--- src/rtl/vermicom_txfifo.sv ---
// vermicom_txfifo: buffered 8N1 UART transmitter on the CPU data bus.
// The CPU pushes bytes into a circular FIFO; a serialiser drains it onto tx.
// A level interrupt is raised when the FIFO is empty and the line is idle.
//
// Ports
//   clk      system clock
//   reset    synchronous, active-high
//   valid    bus request (pre-decoded); held by the master until ready
//   address  byte address, only [3:2] selects a register
//   wstrobe  byte write enables, all-zero means read
//   wdata    write data
//   rdata    read data, zero whenever ready is low
//   ready    one-cycle completion pulse, registered
//   irq      level interrupt: irq_en && FIFO empty && serialiser idle
//   tx       serial line, idle high
//
// Registers (address[3:2])
//   0 DATA     W: push wdata[7:0] when wstrobe[0]. R: 0
//   1 STATUS   R: [0] empty [1] full [2] busy [3] overflow [15:8] count
//              W: wstrobe[0] && wdata[3] clears overflow
//   2 CONTROL  [0] irq_en
//   3 DIVISOR  [15:0] clk cycles per bit, clamped to >= 2

module vermicom_txfifo #(
    parameter int unsigned FIFO_DEPTH      = 16,
    parameter int unsigned DEFAULT_DIVISOR = 868
) (
    input  logic        clk,
    input  logic        reset,
    input  logic        valid,
    input  logic [31:0] address,
    input  logic [3:0]  wstrobe,
    input  logic [31:0] wdata,
    output logic [31:0] rdata,
    output logic        ready,
    output logic        irq,
    output logic        tx
);

    localparam int unsigned PTR_W = $clog2(FIFO_DEPTH);
    localparam int unsigned CNT_W = PTR_W + 1;
    localparam int unsigned DIV_W = 16;

    localparam logic [1:0] SEL_DATA    = 2'd0;
    localparam logic [1:0] SEL_STATUS  = 2'd1;
    localparam logic [1:0] SEL_CONTROL = 2'd2;
    localparam logic [1:0] SEL_DIVISOR = 2'd3;

    typedef enum logic [1:0] {
        ST_IDLE,
        ST_START,
        ST_DATA,
        ST_STOP
    } state_t;

    // FIFO storage and bookkeeping
    logic [7:0]       mem [FIFO_DEPTH];
    logic [PTR_W-1:0] wr_ptr;
    logic [PTR_W-1:0] rd_ptr;
    logic [CNT_W-1:0] count;

    // Control registers
    logic [DIV_W-1:0] divisor;
    logic             irq_en;
    logic             overflow;

    // Serialiser state
    state_t           state;
    state_t           state_next;
    logic [DIV_W-1:0] bit_cnt;
    logic [DIV_W-1:0] bit_cnt_next;
    logic [7:0]       shift;
    logic [7:0]       shift_next;
    logic [2:0]       bit_idx;
    logic [2:0]       bit_idx_next;
    logic             tx_next;

    // Combinational helpers
    logic             do_req_c;
    logic [1:0]       sel_c;
    logic             wr_c;
    logic             push_c;
    logic             push_ok_c;
    logic             pop_c;
    logic             empty_c;
    logic             full_c;
    logic             busy_c;
    logic             bit_done_c;
    logic [31:0]      read_data_c;
    logic [DIV_W-1:0] div_merge_c;
    logic             unused_c;

    // A request is serviced only when ready is low, so each one costs two cycles
    assign do_req_c  = valid & ~ready;
    assign sel_c     = address[3:2];
    assign wr_c      = do_req_c & (|wstrobe);
    assign push_c    = wr_c & (sel_c == SEL_DATA) & wstrobe[0];
    assign empty_c   = (count == CNT_W'(0));
    assign full_c    = (count == CNT_W'(FIFO_DEPTH));
    assign push_ok_c = push_c & ~full_c;
    assign busy_c    = (state != ST_IDLE);
    assign bit_done_c = (bit_cnt == DIV_W'(0));

    assign unused_c = ^{address[31:4], address[1:0], wdata[31:16]};

    // Byte-lane merge of a DIVISOR write before clamping
    assign div_merge_c = {wstrobe[1] ? wdata[15:8] : divisor[15:8],
                          wstrobe[0] ? wdata[7:0]  : divisor[7:0]};

    // Register read mux
    always_comb begin
        read_data_c = 32'h0;
        case (sel_c)
            SEL_DATA:    read_data_c = 32'h0;
            SEL_STATUS:  read_data_c = {16'h0, 8'(count), 4'h0,
                                        overflow, busy_c, full_c, empty_c};
            SEL_CONTROL: read_data_c = {31'h0, irq_en};
            SEL_DIVISOR: read_data_c = {16'h0, divisor};
            default:     read_data_c = 32'h0;
        endcase
    end

    // Bus response and interrupt registers
    always_ff @(posedge clk) begin
        if (reset) begin
            ready <= 1'b0;
            rdata <= 32'h0;
            irq   <= 1'b0;
        end else begin
            ready <= do_req_c;
            rdata <= do_req_c ? read_data_c : 32'h0;
            irq   <= irq_en & empty_c & ~busy_c;
        end
    end

    // Control registers and overflow flag
    always_ff @(posedge clk) begin
        if (reset) begin
            divisor  <= DIV_W'(DEFAULT_DIVISOR);
            irq_en   <= 1'b0;
            overflow <= 1'b0;
        end else begin
            if (push_c && full_c) begin
                overflow <= 1'b1;
            end else if (wr_c && sel_c == SEL_STATUS && wstrobe[0] && wdata[3]) begin
                overflow <= 1'b0;
            end
            if (wr_c && sel_c == SEL_CONTROL && wstrobe[0]) begin
                irq_en <= wdata[0];
            end
            if (wr_c && sel_c == SEL_DIVISOR) begin
                divisor <= (div_merge_c < DIV_W'(2)) ? DIV_W'(2) : div_merge_c;
            end
        end
    end

    // FIFO storage; contents need no reset, pointers and count do
    always_ff @(posedge clk) begin
        if (push_ok_c) begin
            mem[wr_ptr] <= wdata[7:0];
        end
    end

    // Full is judged before this cycle's pop, so a push while full always drops
    always_ff @(posedge clk) begin
        if (reset) begin
            wr_ptr <= PTR_W'(0);
            rd_ptr <= PTR_W'(0);
            count  <= CNT_W'(0);
        end else begin
            if (push_ok_c) begin
                wr_ptr <= wr_ptr + PTR_W'(1);
            end
            if (pop_c) begin
                rd_ptr <= rd_ptr + PTR_W'(1);
            end
            case ({push_ok_c, pop_c})
                2'b10:   count <= count + CNT_W'(1);
                2'b01:   count <= count - CNT_W'(1);
                default: count <= count;
            endcase
        end
    end

    // Serialiser state register; tx is registered from the next-state value
    always_ff @(posedge clk) begin
        if (reset) begin
            state   <= ST_IDLE;
            bit_cnt <= DIV_W'(0);
            shift   <= 8'h0;
            bit_idx <= 3'd0;
            tx      <= 1'b1;
        end else begin
            state   <= state_next;
            bit_cnt <= bit_cnt_next;
            shift   <= shift_next;
            bit_idx <= bit_idx_next;
            tx      <= tx_next;
        end
    end

    // Serialiser next state: each bit lasts `divisor` cycles via a reloaded down-counter
    always_comb begin
        state_next   = state;
        bit_cnt_next = bit_cnt;
        shift_next   = shift;
        bit_idx_next = bit_idx;
        tx_next      = 1'b1;
        pop_c        = 1'b0;

        case (state)
            ST_IDLE: begin
                if (!empty_c) begin
                    pop_c        = 1'b1;
                    shift_next   = mem[rd_ptr];
                    bit_cnt_next = divisor - DIV_W'(1);
                    state_next   = ST_START;
                    tx_next      = 1'b0;
                end
            end
            ST_START: begin
                tx_next = 1'b0;
                if (bit_done_c) begin
                    state_next   = ST_DATA;
                    bit_idx_next = 3'd0;
                    bit_cnt_next = divisor - DIV_W'(1);
                    tx_next      = shift[0];
                end else begin
                    bit_cnt_next = bit_cnt - DIV_W'(1);
                end
            end
            ST_DATA: begin
                tx_next = shift[0];
                if (bit_done_c) begin
                    bit_cnt_next = divisor - DIV_W'(1);
                    if (bit_idx == 3'd7) begin
                        state_next = ST_STOP;
                        tx_next    = 1'b1;
                    end else begin
                        shift_next   = {1'b0, shift[7:1]};
                        bit_idx_next = bit_idx + 3'd1;
                        tx_next      = shift[1];
                    end
                end else begin
                    bit_cnt_next = bit_cnt - DIV_W'(1);
                end
            end
            ST_STOP: begin
                tx_next = 1'b1;
                if (bit_done_c) begin
                    state_next = ST_IDLE;
                end else begin
                    bit_cnt_next = bit_cnt - DIV_W'(1);
                end
            end
            default: begin
                state_next = ST_IDLE;
            end
        endcase
    end

endmodule

--- config.mk ---
export PLATFORM = sky130hd
export DESIGN_NAME = vermicom_txfifo
export DESIGN_NICKNAME = d
export VERILOG_FILES = /design/src/rtl/vermicom_txfifo.sv
export SDC_FILE = /design/constraint.sdc
export NUM_CORES = 1
export LEC_CHECK = 0
export CAP_MARGIN = 20
export CORE_ASPECT_RATIO = 1.25
export CORE_UTILIZATION = 45
export DETAILED_ROUTE_END_ITERATION = 8
export PLACE_DENSITY = 0.73
export SLEW_MARGIN = 20
export SYNTH_ARGS = -nofsm -noshare
export SYNTH_HDL_FRONTEND = slang
export SYNTH_SLANG_ARGS = --single-unit
--- constraint.sdc ---
create_clock -name clk -period 5.95 [get_ports clk]
set_input_delay 1.19 -clock clk [delete_from_list [all_inputs] [get_ports clk]]
set_output_delay 1.19 -clock clk [all_outputs]
set_load 0.02 [all_outputs]
**After elaboration in Yosys (flattened, before gate mapping)**

Memories as Yosys holds them, arrays and structs flattened. A register that Yosys moved wholly into a read port is not among the register bits.
Cells that the tools add are included.
Widths: inputs -> output; s select.

- Register bits after elaboration: 95
- Memory bits (writable): 128
- Input bits: 71
- Memories kept: 1

Memories:

| memory | depth | bits a word | rd ports | clocked after Yosys merged registers in | wr ports | line | RTL |
|---|---|---|---|---|---|---|---|
| mem | 16 | 8 | 1 | 1 | 1 | 57 | `logic [7:0] mem [FIFO_DEPTH];` |

- Add/subtract/negate cells: 7
- $lt $le $gt $ge: 1
- Equality and inequality tests: 17
- Mux-type cells: 36
- Bitwise gates (word level): 11
- Reduce and logical (&&, ||, !) cells: 23

Operator list:

| kind | count |
|---|---|
| $pmux 32 s4 | 1 |
| $mux 16 | 4 |
| $pmux 16 s3 | 1 |
| $mux 8 | 5 |
| $sub 16x1->16 const B | 2 |
| $logic_not 16->1 | 1 |
| $lt 16x2->1 const B | 1 |
| $pmux 8 s2 | 1 |
| $ne 2x2->1 const B | 7 |
| $eq 2x2->1 const B | 5 |
| $mux 1 | 10 |
| $mux 2 | 5 |
| $pmux 5 s2 | 1 |
| $reduce_bool 2->1 | 5 |
| $mux 3 | 3 |
| $add 4x1->4 const B | 2 |
| $mux 4 | 2 |
| $pmux 2 s4 | 1 |
| $reduce_and 4->1 | 2 |
| $and 1x1->1 | 7 |
| $logic_and 1x1->1 | 7 |
| $eq 2x1->1 const B | 3 |
| $pmux 3 s2 | 1 |
| $add 5x1->5 const B | 1 |
| other kinds (12) | 17 |

**Longest topological paths before layout**

Gate-level depths: netlist of the first run.

- Depth in word-level cells: 8
- Mapped depth: 16
- Depth with buffers taken out: 13

**Worst setup path after synthesis of the first run**

OpenSTA, ideal clock, no wires.

- Kind: input to register
- From: input port valid
- To: register count[2]
- Library setup time: 0.071 ns
- Arrival: 3.507 ns
- Required time: 5.879 ns
- Path slack: 2.372 ns
- Cell stages on the path: 13
- Cell sequence: nand2b_1 -> nor3b_1 -> and3b_1 -> clkbuf_1 -> inv_1 -> ha_1 -> clkbuf_1 -> xor2_1 -> ha_1 -> a21oi_1 -> xor2_1 -> or3_1 -> a21oi_1

- Word-level cells in the longest chain between the ends: 7
- Elaborated cells between the ends (all ways): 9
- Classes of those cells: eq/ne: 2; mux: 1; bitwise: 5; reduce/logical: 1

RTL lines:

| what | line | RTL |
|---|---|---|
| from (decl) | 30 | `input logic valid,` |
| $and 1x1->1 * | 94 | `assign do_req_c = valid & ~ready;` |
| $and 1x1->1 * | 96 | `assign wr_c = do_req_c & (\|wstrobe);` |
| $and 1x1->1 * (2 in series) | 97 | `assign push_c = wr_c & (sel_c == SEL_DATA) & wstrobe[0];` |
| $and 1x1->1 * | 100 | `assign push_ok_c = push_c & ~full_c;` |
| $eq 2x1->1 / $eq 2x2->1 (equally long branches) | 177 | `case ({push_ok_c, pop_c})` |
| $pmux 5 s2 / $reduce_bool 2->1 (equally long branches) | -- |  |
| to (signal assigned) | 178 | `2'b10: count <= count + CNT_W'(1);` |
| to (signal assigned) | 179 | `2'b01: count <= count - CNT_W'(1);` |
| to (signal assigned) | 180 | `default: count <= count;` |
| to (decl) | 60 | `logic [CNT_W-1:0] count;` |

Every way passes the cells marked *; elsewhere a longest branch is shown, timed or not.
A chain may end at the register's enable or synchronous reset.

**Worst setup path in the final report of the first run**

- From: input port address[3]
- To: register count[4]

- Word-level cells in the longest chain between the ends: 6
- Elaborated cells between the ends (all ways): 8
- Classes of those cells: eq/ne: 2; mux: 1; bitwise: 3; reduce/logical: 2

RTL lines:

| what | line | RTL |
|---|---|---|
| from (decl) | 31 | `input logic [31:0] address,` |
| $logic_not 2->1 * | 97 |  |
| $and 1x1->1 * (2 in series) | 97 |  |
| $and 1x1->1 * | 100 |  |
| $eq 2x1->1 / $eq 2x2->1 (equally long branches) | 177 |  |
| $pmux 5 s2 / $reduce_bool 2->1 (equally long branches) | -- |  |

Marks and branches as above.

==> results of run 1 <==
==> synthesized netlist by cell type (all sizes together) (15+ instances only) <==
cell type / instances / area [um2]
dfxtp: 83 / 1660
inv: 16 / 60.1
xor2: 15 / 131
o21ai: 33 / 169
ha: 18 / 225
nor3: 17 / 90.1
mux2i: 30 / 300
edfxtp: 128 / 3840
mux4: 40 / 901
buf: 33 / 239
nand2: 41 / 156
clkbuf: 18 / 67.6
nor2: 89 / 342
a21oi: 41 / 205
==> where the power goes <==
| group | leakage, nW | switching (mW) | internal, mW |
|---|---|---|---|
| clock | 0.322 | 0.540 | 0.740 |
| combinational | 1.47 | 0.560 | 0.414 |
| sequential | 1.83 | 0.0934 | 1.62 |
==> state kept, by name, indices dropped and copies added, names as in the netlist, named ones only <==
register	cells
bit_cnt	16
bit_idx	3
count	5
divisor	16
irq	1
irq_en	1
mem	128
overflow	1
rd_ptr	4
rdata	16
ready	1
shift	8
state	2
tx	1
wr_ptr	4
==> cell families after synthesis <==
kind of cell,synth area share (%)
AO/OA/AOI/OAI,7.64
XOR/XNOR,2.08
adder cells (fa/ha/maj),2.43
buffers and inverters,3.95
flip-flops,59.3
multiplexers,13.2
other,0.0404
AND/OR/NAND/NOR,11.4
==> worst max-delay path by stage <==
stage,to,depth (start not counted)
after floorplan,count[2],13
after global placement,count[4],14
after global routing,count[4],14
final,count[4],14
after detailed placement,count[4],13
after CTS,count[4],14
==> per-layer routing <==
metal / track usage [%] / part of all wire (%) / vias to the layer above
met2: 34.2 / 54 / 123
met5: 0 / 0 / -
li1: - / - / 2723
met3: 2.69 / 3.4 / 34
met4: 5.17 / 2.2 / 0
met1: 22.8 / 41 / 2763
==> cell type report <==
type	count	area (um2)	share of cell area [%]
tap	270	338	3.21
clock buffer	30	632	6.00
inverter	16	60.1	0.571
clock inverter	10	46.3	0.440
multi-input combinational	452	3460	32.9
timing repair buffer	50	478	4.54
sequential	211	5510	52.3
==> cells in the final DEF (no fill, tap or decap), types with 9 or more instances in the layout <==
cell type / n
xor2_1: 15
edfxtp_1: 128
and3_1: 10
nor2b_1: 9
nor3_1: 16
ha_1: 18
clkdlybuf4s50_1: 42
a21oi_1: 41
clkbuf_16: 23
mux2i_1: 30
o21ai_0: 30
mux4_2: 40
nand2_1: 40
dfxtp_1: 81
inv_1: 16
nor2_1: 88
conb_1: 16
==> worst reg2reg max path, delay by kind of cell, from the launching register on <==
| kind | cells | cell delay (ns) |
|---|---|---|
| flip-flops | 1 | 0.32 |
| AO/OA/AOI/OAI | 3 | 0.48 |
| buffers and inverters | 1 | 0.12 |
| adder cells (fa/ha/maj) | 2 | 0.52 |
| AND/OR/NAND/NOR | 5 | 1.16 |
| XOR/XNOR | 2 | 0.34 |
==> metrics by stage <==
step,hold WS (ns),area [um2],setup WS [ns],power [mW],util [%]
detailed placement,0.450,9850,1.64,2.72,48.8
global placement,0.444,9850,1.66,2.70,48.8
CTS,0.459,10500,2.14,4.00,52.2
floorplan,0.436,9340,2.37,2.52,-
global route,0.493,10500,1.87,4.17,52.2
finish,0.460,10500,2.09,3.97,52.2
==> run_results.csv, run 1 <==
group,metric,value,unit
status,status,"complete, no violations",
final_layout,drive_gt1_share,13.3,%
grt,grt_first_pass_wirelength,30.5,mm
sta,finalCritPeriodShare,64.9,%
route,drt-initial-drc-count,348,
power_and_ir_drop,p_leak,3.62,nW
critical_path,reg2reg_slack,2.88,ns
yosys,synth_cells,715,
sta,setup_viol,0,
sta,hold_viol,0,
route,drcViolationCount,0,
critical_path,cp_num_buf_inv,3,
sta,worstMarginPinSlew,0.939,ns
critical_path,critPathTopFamily,"simple AND/OR/NAND/NOR gates",
die,dieArea,21200,um2
power_and_ir_drop,ir_drop,278,uV
clock_network,cts_root_buf,"clkbuf_16",
yosys,synth-edff-count,128,
yosys,synth-main-ff-cell,"edfxtp_1",
job,maxCapViolCount,0,
route,num_vias,5643,
critical_path,startpoint,"address[3]",
placement,dp_cells,999,
final_layout,fin_nets,842,
yosys,syn_area_per_cell,13.0,um2
sta,fin_setup_tns,0,ns
hold_path,hold_depth,2,
final_layout,diodes,0,
final_layout,num-fill-cells,1719,
grt,antenna_found_initial,0,
power_and_ir_drop,power.density,377,nW/um2
critical_path,critPathSlowestCell,"and3b_1",
sta,min_period,3.86,ns
clock_network,postCtsSetupBuffers,0,
route,firstDrtPassIters,5,
critical_path,critPathKind,"input port to flop",
die,die_w,130,um
grt,grt_usage,18.7,%
route,wl_per_cell,18.5,um
die,coreArea,20200,um2
final_layout,final_cells,1039,
yosys,ys_warn_count,0,
clock_network,cts_tree,"built",
yosys,ys_seq_area_share,59.3,%
critical_path,crit_arrival,4.23,ns
clock_network,cts_buffers,22,
critical_path,r2r_cells,13,
route,ant_nets,0,
critical_path,cp_slowest_stage_delay,0.45,ns
grt,first_global_vias,5696,
yosys,synthDistinctLibCells,66,
yosys,syn_area,9280,um2
clock_network,cts_resized,0,
grt,grt_max_degree,48,
clock_network,clock_sinks,211,
critical_path,required,6.32,ns
critical_path,start_kind,"input port",
placement,port_buffers,43,
die,rows,58,
die,start_util,46.0,%
clock_network,cts_buffer_depth,3,
sta,slew_headroom,37.2,%
critical_path,timing.rr.end,"count[4]",
hold_path,hold_end,"bit_idx[1]",
critical_path,worstReg2RegStart,"ready",
final_layout,syn2layout_area_growth,13.4,%
clock_network,htree_num_levels,1,
die,die_y,163,um
route,wl,19.2,mm
sta,clock_skew,0.0173,ns
grt,overflow,0,
critical_path,critPathCaptureType,"flop",
sta,slew_violations,0,
yosys,synth-async-reset-ratio,0,%
sta,max_freq,259,MHz
placement,dpl.hpwl,12.9,mm
clock_network,worstSkewPairLatency,0.50,ns
hold_path,min_path_type,"flop to flop",
route,viasPerCell,5.43,
hold_path,hp-start,"bit_idx[1]",
critical_path,critPathMaxFanout,22,
critical_path,crit_chain,"clkdlybuf4s50_1 > buf_4 > nor3b_1 > and3b_1 > inv_1 > ha_1 > xor2_1 > ha_1 > a21oi_1 > nor2b_1 > o21ai_0 > a21oi_1 > xnor2_1 > nor2_1",
clock_network,postCtsHoldBufs,0,
sta,rsz0062_at_grt,"false",
placement,routabilityCongestion,0.875,
yosys,yosys_register_bits,211,
clock_network,clkTransAtPathRegs,0.06,ns
die,num_io_pins,106,
Power figures use the tool's default switching activity.
==> run 2: changes to the inputs <==
- clock period: 5.95 -> 3.9 ns (I/O delays scaled with it)
==> run 2 against run 1 <==
  * Combinational power is 53% higher
  * Via count increased by 2.5%
  * Clock skew fell by 0.0058 ns
  * Global-route usage fell by 0.18 points
  * Non-clock buffer count rose by 20
  * Die area unchanged
  * Utilization is 1.1 points higher
  * Largest power group unchanged
==> run_results.csv, run 2 (synthesized netlist as in run 1, its figures left out) <==
group,metric,value,unit
sta,fin_setup_tns,0,ns
route,num_vias,5783,
clock_network,cts_tree,"built",
grt,grt.met3_usage,2.50,%
die,die_y,163,um
die,dieArea,21200,um2
clock_network,clock_sinks,211,
die,coreArea,20200,um2
grt,grt_util_met2,33.8,%
placement,place_area,10000,um2
grt,grt-busiest-layer,"met2",
grt,antenna_found_initial,0,
final_layout,final_cells,1057,
sta,slew_headroom,40.1,%
sta,hold_viol,0,
critical_path,required,4.33,ns
route,drt-initial-drc-count,399,
critical_path,worstReg2RegStart,"count[1]",
power_and_ir_drop,ir_drop,491,uV
final_layout,syn2layout_area_growth,15.9,%
status,status,"complete, no violations",
placement,routabilityCongestion,0.849,
clock_network,cts_resized,0,
critical_path,crit_chain,"clkdlybuf4s50_1 > nand2b_1 > nor3b_1 > and3b_1 > inv_1 > ha_1 > xor2_1 > ha_1 > a21oi_1 > xor2_1 > or3_1 > a21oi_1",
die,die_w,130,um
clock_network,cts_root_buf,"clkbuf_16",
route,firstDrtPassIters,4,
critical_path,cp_slowest_stage_delay,0.47,ns
clock_network,postCtsSetupBuffers,0,
hold_path,hp-start,"bit_idx[1]",
final_layout,diodes,0,
clock_network,htree_num_levels,1,
final_layout,multi_input_area,3460,um2
clock_network,clkTransAtPathRegs,0.06,ns
hold_path,hold_depth,2,
final_layout,mostFrequentLayoutCell,"edfxtp_1",
grt,grt_first_pass_wirelength,29.9,mm
sta,min_period,3.16,ns
sta,hold_slack,0.458,ns
critical_path,critPathCaptureType,"flop",
final_layout,fin_nets,861,
sta,slew_violations,0,
grt,grt_max_degree,47,
clock_network,postCtsHoldBufs,0,
sta,clock_skew,0.0115,ns
grt,grt_use_met1,21.9,%
sta,setup_viol,0,
grt,grt_usage,18.6,%
hold_path,min_path_type,"flop to flop",
final_layout,largest_register_ff_count,128,
critical_path,crit_arrival,3.58,ns
placement,dp_cells,1019,
final_layout,top_register,"mem",
sta,max_freq,317,MHz
final_layout,num-fill-cells,1691,
final_layout,fin_area,10800,um2
sta,rsz0062_at_grt,"false",
route,wl,19.1,mm
critical_path,start_kind,"input port",
clock_network,cts_buffer_depth,3,
clock_network,cts_buffers,21,
placement,post-place-ws,0.241,ns
placement,port_buffers,43,
critical_path,reg2reg_slack,0.87,ns
die,num_io_pins,106,
sta,timing.final.ws_setup,0.744,ns
critical_path,critPathSlowestCell,"clkdlybuf4s50_1",
final_layout,drive_gt1_share,15.9,%
grt,overflow,0,
hold_path,hold_end,"bit_idx[1]",
clock_network,worstSkewPairLatency,0.50,ns
die,rows,58,
final_layout,layout_common_cells,"edfxtp_1, nor2_1, dfxtp_1, clkdlybuf4s50_1, a21oi_1",
route,viasPerCell,5.47,
critical_path,timing.rr.end,"count[2]",
route,wl_per_cell,18.1,um
placement,dpl.hpwl,12.9,mm
sta,finalCritPeriodShare,80.9,%
final_layout,seqCellArea,5510,um2
route,ant_nets,0,
power_and_ir_drop,power.density,585,nW/um2
critical_path,r2r_cells,10,
critical_path,critPathKind,"input port to flop",
die,start_util,46.0,%
sta,worstMarginPinSlew,0.894,ns
grt,first_global_vias,5679,
route,drcViolationCount,0,
power_and_ir_drop,p_leak,3.78,nW
critical_path,critPathMaxFanout,9,
job,maxCapViolCount,0,
run 2: changes by cell type in the layout (fill, tap and decap cells not counted), sizes merged:
cell,delta
clkinvlp,-4
clkbuf,-1
inv,+1
buf,+20
bufinv,+4
clkinv,-2
run 2: where the power goes:
group / internal (mW) / leakage (nW) / total, mW / switching (mW)
Combinational: 0.636 / 1.57 / 1.49 / 0.857
Clock: 1.36 / 0.375 / 2.19 / 0.830
Sequential: 2.47 / 1.83 / 2.62 / 0.142
run 2: worst max path at each step:
stage / endpoint / startpoint
final: count[2] / valid
after CTS: count[4] / valid
after floorplan: count[2] / valid
after detailed placement: count[4] / valid
after global routing: count[4] / valid
after global placement: count[4] / valid
run 2: layer usage:
layer | part of all wire, % | up-vias
met5 | 0 | -
met4 | 3.0 | 0
met3 | 3.5 | 42
met2 | 53 | 124
met1 | 40 | 2855
li1 | - | 2762
run 2: through the flow:
| stage | power (mW) | utilization [%] |
|---|---|---|
| finish | 6.30 | 53.3 |
| global route | 6.56 | 53.3 |
| CTS | 6.33 | 53.3 |
| detailed placement | 4.15 | 49.6 |
| global placement | 4.11 | 49.6 |
| floorplan | 3.85 | - |
run 2: area by class of cell:
class | instances | share of cell area (%)
Clock buffer | 29 | 5.65
Clock inverter | 9 | 1.37
Inverter | 16 | 0.558
Multi-Input combinational cell | 452 | 32.2
Sequential cell | 211 | 51.2
Tap cell | 270 | 3.14
Timing Repair Buffer | 70 | 5.84
run 2: worst max-delay path: cells and delay by family:
kind	cells	cell delay (ns)
AO/OA/AOI/OAI	2	0.37
AND/OR/NAND/NOR	4	1.11
buffers and inverters	2	0.54
XOR/XNOR	2	0.29
adder cells (fa/ha/maj)	2	0.49
